**src/rtl/mem_instrucao_prog.sv**
```systemverilog
// Loadable instruction memory for the nRisc fetch stage: word-wide programming port with LOAD/RUN mode FSM, registered fetch port.
// Define MEM_INSTR_PARITY_EN to store an even-parity bit per word and flag mismatches on fetch.
module mem_instrucao_prog #(
  parameter int DATA_W = 8,
  parameter int ADDR_W = 8
) (
  input  logic              clock,
  input  logic              reset_n,
  input  logic              prog_start,
  input  logic              prog_valid,
  input  logic [DATA_W-1:0] prog_data,
  input  logic              prog_last,
  output logic              prog_ready,
  output logic [ADDR_W:0]   prog_count,
  input  logic              fetch_en,
  input  logic [ADDR_W-1:0] endereco,
  output logic [DATA_W-1:0] instr,
  output logic              instr_valid,
  output logic              busy,
  output logic              parity_err
);

  localparam int DEPTH = 2 ** ADDR_W;
  localparam logic [ADDR_W-1:0] LAST_ADDR = ADDR_W'(DEPTH - 1);
  localparam logic [ADDR_W:0]   COUNT_MAX = (ADDR_W + 1)'(DEPTH);
`ifdef MEM_INSTR_PARITY_EN
  localparam int WORD_W = DATA_W + 1;
`else
  localparam int WORD_W = DATA_W;
`endif

  typedef enum logic [1:0] {IDLE, LOAD, RUN} state_t;

  state_t              state_q, state_d;
  logic [ADDR_W-1:0]   addr_q, addr_d;
  logic [ADDR_W:0]     count_q, count_d;
  logic [DATA_W-1:0]   instr_q, instr_d;
  logic                instr_valid_q, instr_valid_d;
  logic [WORD_W-1:0]   mem_q [DEPTH];
  logic [WORD_W-1:0]   wr_word;
  logic [WORD_W-1:0]   rd_word;
  logic                transfer;
  logic                fetch_do;

  assign prog_ready = (state_q == LOAD);
  assign busy       = (state_q != RUN);
  assign transfer   = prog_valid && prog_ready;
  assign fetch_do   = fetch_en && (state_q == RUN);
  assign rd_word    = mem_q[endereco];

`ifdef MEM_INSTR_PARITY_EN
  assign wr_word = {^prog_data, prog_data};
`else
  assign wr_word = prog_data;
`endif

  always_comb begin
    state_d       = state_q;
    addr_d        = addr_q;
    count_d       = count_q;
    instr_d       = instr_q;
    instr_valid_d = 1'b0;
    case (state_q)
      IDLE: if (prog_start) state_d = LOAD;
      LOAD: begin
        if (transfer) begin
          // A full memory ends the load even without prog_last; the address never wraps.
          if (prog_last || addr_q == LAST_ADDR) state_d = RUN;
          else                                  addr_d  = addr_q + 1'b1;
          if (count_q != COUNT_MAX) count_d = count_q + 1'b1;
        end
      end
      RUN: if (prog_start) state_d = LOAD;
      default: state_d = IDLE;
    endcase
    if (state_d == LOAD && state_q != LOAD) begin
      addr_d  = '0;
      count_d = '0;
    end
    if (fetch_do) begin
      instr_d       = rd_word[DATA_W-1:0];
      instr_valid_d = 1'b1;
    end
  end

  always_ff @(posedge clock or negedge reset_n) begin
    if (!reset_n) begin
      state_q       <= IDLE;
      addr_q        <= '0;
      count_q       <= '0;
      instr_q       <= '0;
      instr_valid_q <= 1'b0;
    end else begin
      state_q       <= state_d;
      addr_q        <= addr_d;
      count_q       <= count_d;
      instr_q       <= instr_d;
      instr_valid_q <= instr_valid_d;
    end
  end

  // Storage array has no reset so it maps onto block RAM; contents survive reset.
  always_ff @(posedge clock) begin
    if (transfer) mem_q[addr_q] <= wr_word;
  end

`ifdef MEM_INSTR_PARITY_EN
  logic parity_err_q, parity_err_d;

  always_comb begin
    parity_err_d = parity_err_q;
    if (fetch_do) parity_err_d = (rd_word[DATA_W] != ^rd_word[DATA_W-1:0]);
  end

  always_ff @(posedge clock or negedge reset_n) begin
    if (!reset_n) parity_err_q <= 1'b0;
    else          parity_err_q <= parity_err_d;
  end

  assign parity_err = parity_err_q;
`else
  assign parity_err = 1'b0;
`endif

  assign instr       = instr_q;
  assign instr_valid = instr_valid_q;
  assign prog_count  = count_q;

endmodule

```
**config.mk**
```make
export PLATFORM = sky130hd
export DESIGN_NAME = mem_instrucao_prog
export DESIGN_NICKNAME = d
export VERILOG_FILES = /design/src/rtl/mem_instrucao_prog.sv
export SDC_FILE = /design/constraint.sdc
export NUM_CORES = 2
export LEC_CHECK = 0
export BUFFER_PORTS_ARGS = -buffer_cell sky130_fd_sc_hd__buf_4
export CAP_MARGIN = 20
export CORE_UTILIZATION = 45
export DETAILED_ROUTE_END_ITERATION = 10
export PLACE_DENSITY = 0.69
export RECOVER_POWER = 25
export SYNTH_ARGS = -nofsm -noshare
export SYNTH_HDL_FRONTEND = slang
export SYNTH_SLANG_ARGS = --single-unit
```
**constraint.sdc**
```tcl
create_clock -name clock -period 2.5 [get_ports clock]
set_clock_uncertainty 0.15 [all_clocks]
set_input_delay 0.5 -clock clock [delete_from_list [all_inputs] [get_ports clock]]
set_output_delay 0.5 -clock clock [all_outputs]
set_load 0.005 [all_outputs]
```
==> results.sh <==
export IMPL_fmax_mhz=397
export IMPL_synth_distinct_cells=66
export IMPL_first_global_vias=44300
export IMPL_ys_seq_area_frac=0.761
export IMPL_place_gp_congestion=0.923
export IMPL_layout_area_overhead_vs_synth_pct=18.6
export IMPL_synth_ff_type="edfxtp_1"
export IMPL_ys_ff_latch=2076
export IMPL_antenna_found_initial=2
export IMPL_violations="capacitance limit, slew limit, setup timing"
export IMPL_crit_path_end_kind="register"
export IMPL_num_fill_cells=13600
export IMPL_relSlewSlack=-0.154
export IMPL_synth_warnings=0
export IMPL_insertedDiodeCount=0
export IMPL_post_route_period_util=1.01
export IMPL_synthMuxAreaShare=0.141
export IMPL_worstMarginPinSlew_ns=1.73
export IMPL_clock_sinks=2076
export IMPL_netlist_instances=4158
export IMPL_drc=0
export IMPL_routed_wl_mm=206
export IMPL_hold_class="in -> reg"
export IMPL_dp_hpwl_mm=134
export IMPL_grt_pass1_wl_mm=301
export IMPL_maxCapViolations=5
export IMPL_crit_fanout=29
export IMPL_synth_area_leader_cell="edfxtp_1"
export IMPL_die_h_um=428
export IMPL_grt_overflow=0
export IMPL_final_cell_area_um2=96800
export IMPL_first_pass_iters=8
export IMPL_finalMaxSlewViolations=271
export IMPL_synth_xor_area_frac=0.00118
export IMPL_wl_per_cell_um=27.7
export IMPL_setup_violations=2
export IMPL_initial_core_util=0.452
export IMPL_clk_latency_ns=0.85
export IMPL_num_rows=156
export IMPL_cts_tree="built"
export IMPL_start_kind="primary input"
export IMPL_cellLeakagePower_uw=0.0327
export IMPL_path_buf_inv=5
export IMPL_hold_viol=0
export IMPL_drive_gt1_frac=0.291
export IMPL_synthAdderAreaFrac=0.000919
export IMPL_async_flop_share=0.0135
export IMPL_worstPathCellList="buf_8 -> buf_4 -> buf_6 -> buf_12 -> mux2i_1 -> o22ai_1 -> a211oi_1 -> a22oi_1 -> buf_4 -> nand4_1 -> nor2_2 -> a211o_1"
export IMPL_power_density_nw_per_um2=753
export IMPL_required_ns=3.07
export IMPL_synth_simple_area_share=0.0285
export IMPL_drtIter0Drc=5328
export IMPL_grt_usage=0.223
export IMPL_peakVddDrop_mv=0.558
export IMPL_clkTransAtPathRegs_ns=0.06
export IMPL_cts_root_buf="clkbuf_16"
export IMPL_synth_nets=4186
export IMPL_outcome="finished, violations left"
export IMPL_die_w_um=428
export IMPL_avgSynthCellArea_um2=19.6
export IMPL_yosysTopAreaCellShare=0.753
export IMPL_netlist_area_um2=81700
export IMPL_critical_path_class="in -> reg"
export IMPL_max_clock_path_buffers=3
export IMPL_setup_slack_ns=-0.0210
export IMPL_synth_compound_area_frac=0.0443
export IMPL_synth_area_top_cells="edfxtp_1 75%, mux4_2 8.1%, mux2i_1 5.3%, nor2_1 1.3%, o22ai_1 0.97%"
export IMPL_dieArea_um2=183000
export IMPL_cts_buffers=202
export IMPL_num_vias=44000
export IMPL_arrival_ns=3.09
export IMPL_port_buffers=41
export IMPL_htreeDepth=4
export IMPL_hold_ws_ns=0.155
export IMPL_synth_top_family_by_area="multiplexers"
export IMPL_final_antenna_net_count=0
export IMPL_cp_top_family="buffers and inverters"
export IMPL_cpPeakStageDelay_ns=0.34
export IMPL_crit_slowest_cell="a211oi_1"
export IMPL_core_area_um2=181000
export IMPL_fin_crit_ns=2.52
export IMPL_synth_edff_count=2048
export IMPL_crit_top_cell="buf_4"
export IMPL_placedInstanceArea_um2=90100
export IMPL_pin_count=43
export IMPL_nets=4962
export IMPL_via_per_inst=5.90
export IMPL_rsz0062_at_grt="yes"
export IMPL_grt_max_degree=87
## path summary, 6_finish.rpt
path                       slack (ns)     startpoint             to  cells past startpoint
max in group asynchronous        1.47        reset_n       instr[2]                      4
hold / removal                   0.16       fetch_en    instr_valid                      5
hold reg to reg                  0.47  prog_count[5]  prog_count[5]                      2
setup reg to reg                 0.01  mem_q[182][5]       instr[5]                      8
min in group asynchronous        0.51        reset_n  prog_count[3]                      4
setup / recovery                -0.02    endereco[1]       instr[2]                     12
## synth_stat cells, types with 36 or more instances
| cell | instances |
|---|---|
| nand3_1 | 38 |
| o22ai_1 | 127 |
| o21ai_0 | 42 |
| a22oi_1 | 40 |
| a211oi_1 | 52 |
| nor2_1 | 279 |
| o221ai_1 | 76 |
| edfxtp_1 | 2048 |
| mux4_2 | 292 |
| buf_4 | 36 |
| nand2_1 | 99 |
| mux2i_1 | 436 |
| buf_2 | 43 |
| buf_6 | 41 |
| a21oi_1 | 57 |
| clkbuf_1 | 103 |
## cells by family (layout without fill, tap and decap cells)
family / after synthesis / count (layout)
AO/OA/AOI/OAI: 508 / 508
XOR/XNOR: 11 / 11
multiplexers: 760 / 760
buffers and inverters: 264 / 1195
adder cells (fa/ha/maj): 6 / 6
flip-flops: 2076 / 2076
AND/OR/NAND/NOR: 532 / 533
other: 1 / 1
## cell type report
class	count	area [um^2]	share of cell area
sequential	2076	62200	0.642
multi-input combinational	1819	18100	0.186
timing repair buffer	827	7220	0.0745
clock buffer	250	5280	0.0545
tap	2370	2970	0.0306
clock inverter	110	1100	0.0113
inverter	8	32.5	0.000336
## through the flow
| stage | util | total power (uW) | instances | worst slack, ns | setup TNS, ns |
|---|---|---|---|---|---|
| 2_1_floorplan | - | 41500 | 4158 | -0.0202 | -0.0541 |
| 3_3_place_gp | 0.499 | 44000 | 7087 | -1.30 | -8.60 |
| 3_5_place_dp | 0.499 | 44100 | 7087 | -1.31 | -9.07 |
| 4_1_cts | 0.536 | 73300 | 7459 | -0.0312 | -0.0925 |
| 5_1_grt | 0.536 | 74800 | 7460 | -0.0713 | -2.12 |
| 6_report | 0.536 | 73000 | 7460 | -0.0210 | -0.0266 |
## routing by layer
layer,global-route usage,share of wire
met2,0.358,0.48
met3,0.0392,0.088
met4,0.0866,0.040
met1,0.305,0.39
met5,0,0
## state kept, by name (all words and copies together) (netlist names)
register and cells:
prog_count 9, instr_valid 1, instr 8, addr_q 8
state_q 2, mem_q 2048
## power breakdown
group	switching (uW)	internal [uW]	leakage (uW)
Clock	13000	16500	0.00309
Combinational	2930	1930	0.0109
Sequential	258	38400	0.0188
Total	16200	56800	0.0327
## tightest hold or removal path, delay by kind of cell
kind,cells,cell delay (ns)
buffers and inverters,4,0.53
AND/OR/NAND/NOR,1,0.07
## cells in the final DEF, fill, tap and decap left out, types with 17 or more instances in the layout
| master | n |
|---|---|
| mux2i_1 | 433 |
| o211ai_1 | 19 |
| o21ai_0 | 40 |
| nor2_1 | 269 |
| edfxtp_1 | 2048 |
| nand2_1 | 95 |
| clkbuf_16 | 203 |
| nand2b_1 | 20 |
| a211oi_1 | 52 |
| a21oi_1 | 48 |
| mux4_2 | 296 |
| a22oi_1 | 38 |
| o221ai_1 | 72 |
| dfrtp_1 | 28 |
| buf_12 | 69 |
| o22ai_1 | 127 |
| buf_4 | 703 |
| nand3_1 | 37 |
| clkbuf_1 | 48 |
| clkbuf_2 | 17 |
| clkinv_2 | 29 |
| nor3_1 | 19 |
| clkinv_1 | 45 |
## what timing repair did
action | in CTS | in global routing
setup endpoints to repair | 204 | 18
hold endpoints to repair | 149 | 0
buffers inserted | 1 | 1
pin swaps | 12 | 18
resized for setup | 49 | 52
hold buffers | 10 | 0
gates cloned | 2 | 2
(Power assumes the default switching activity.)
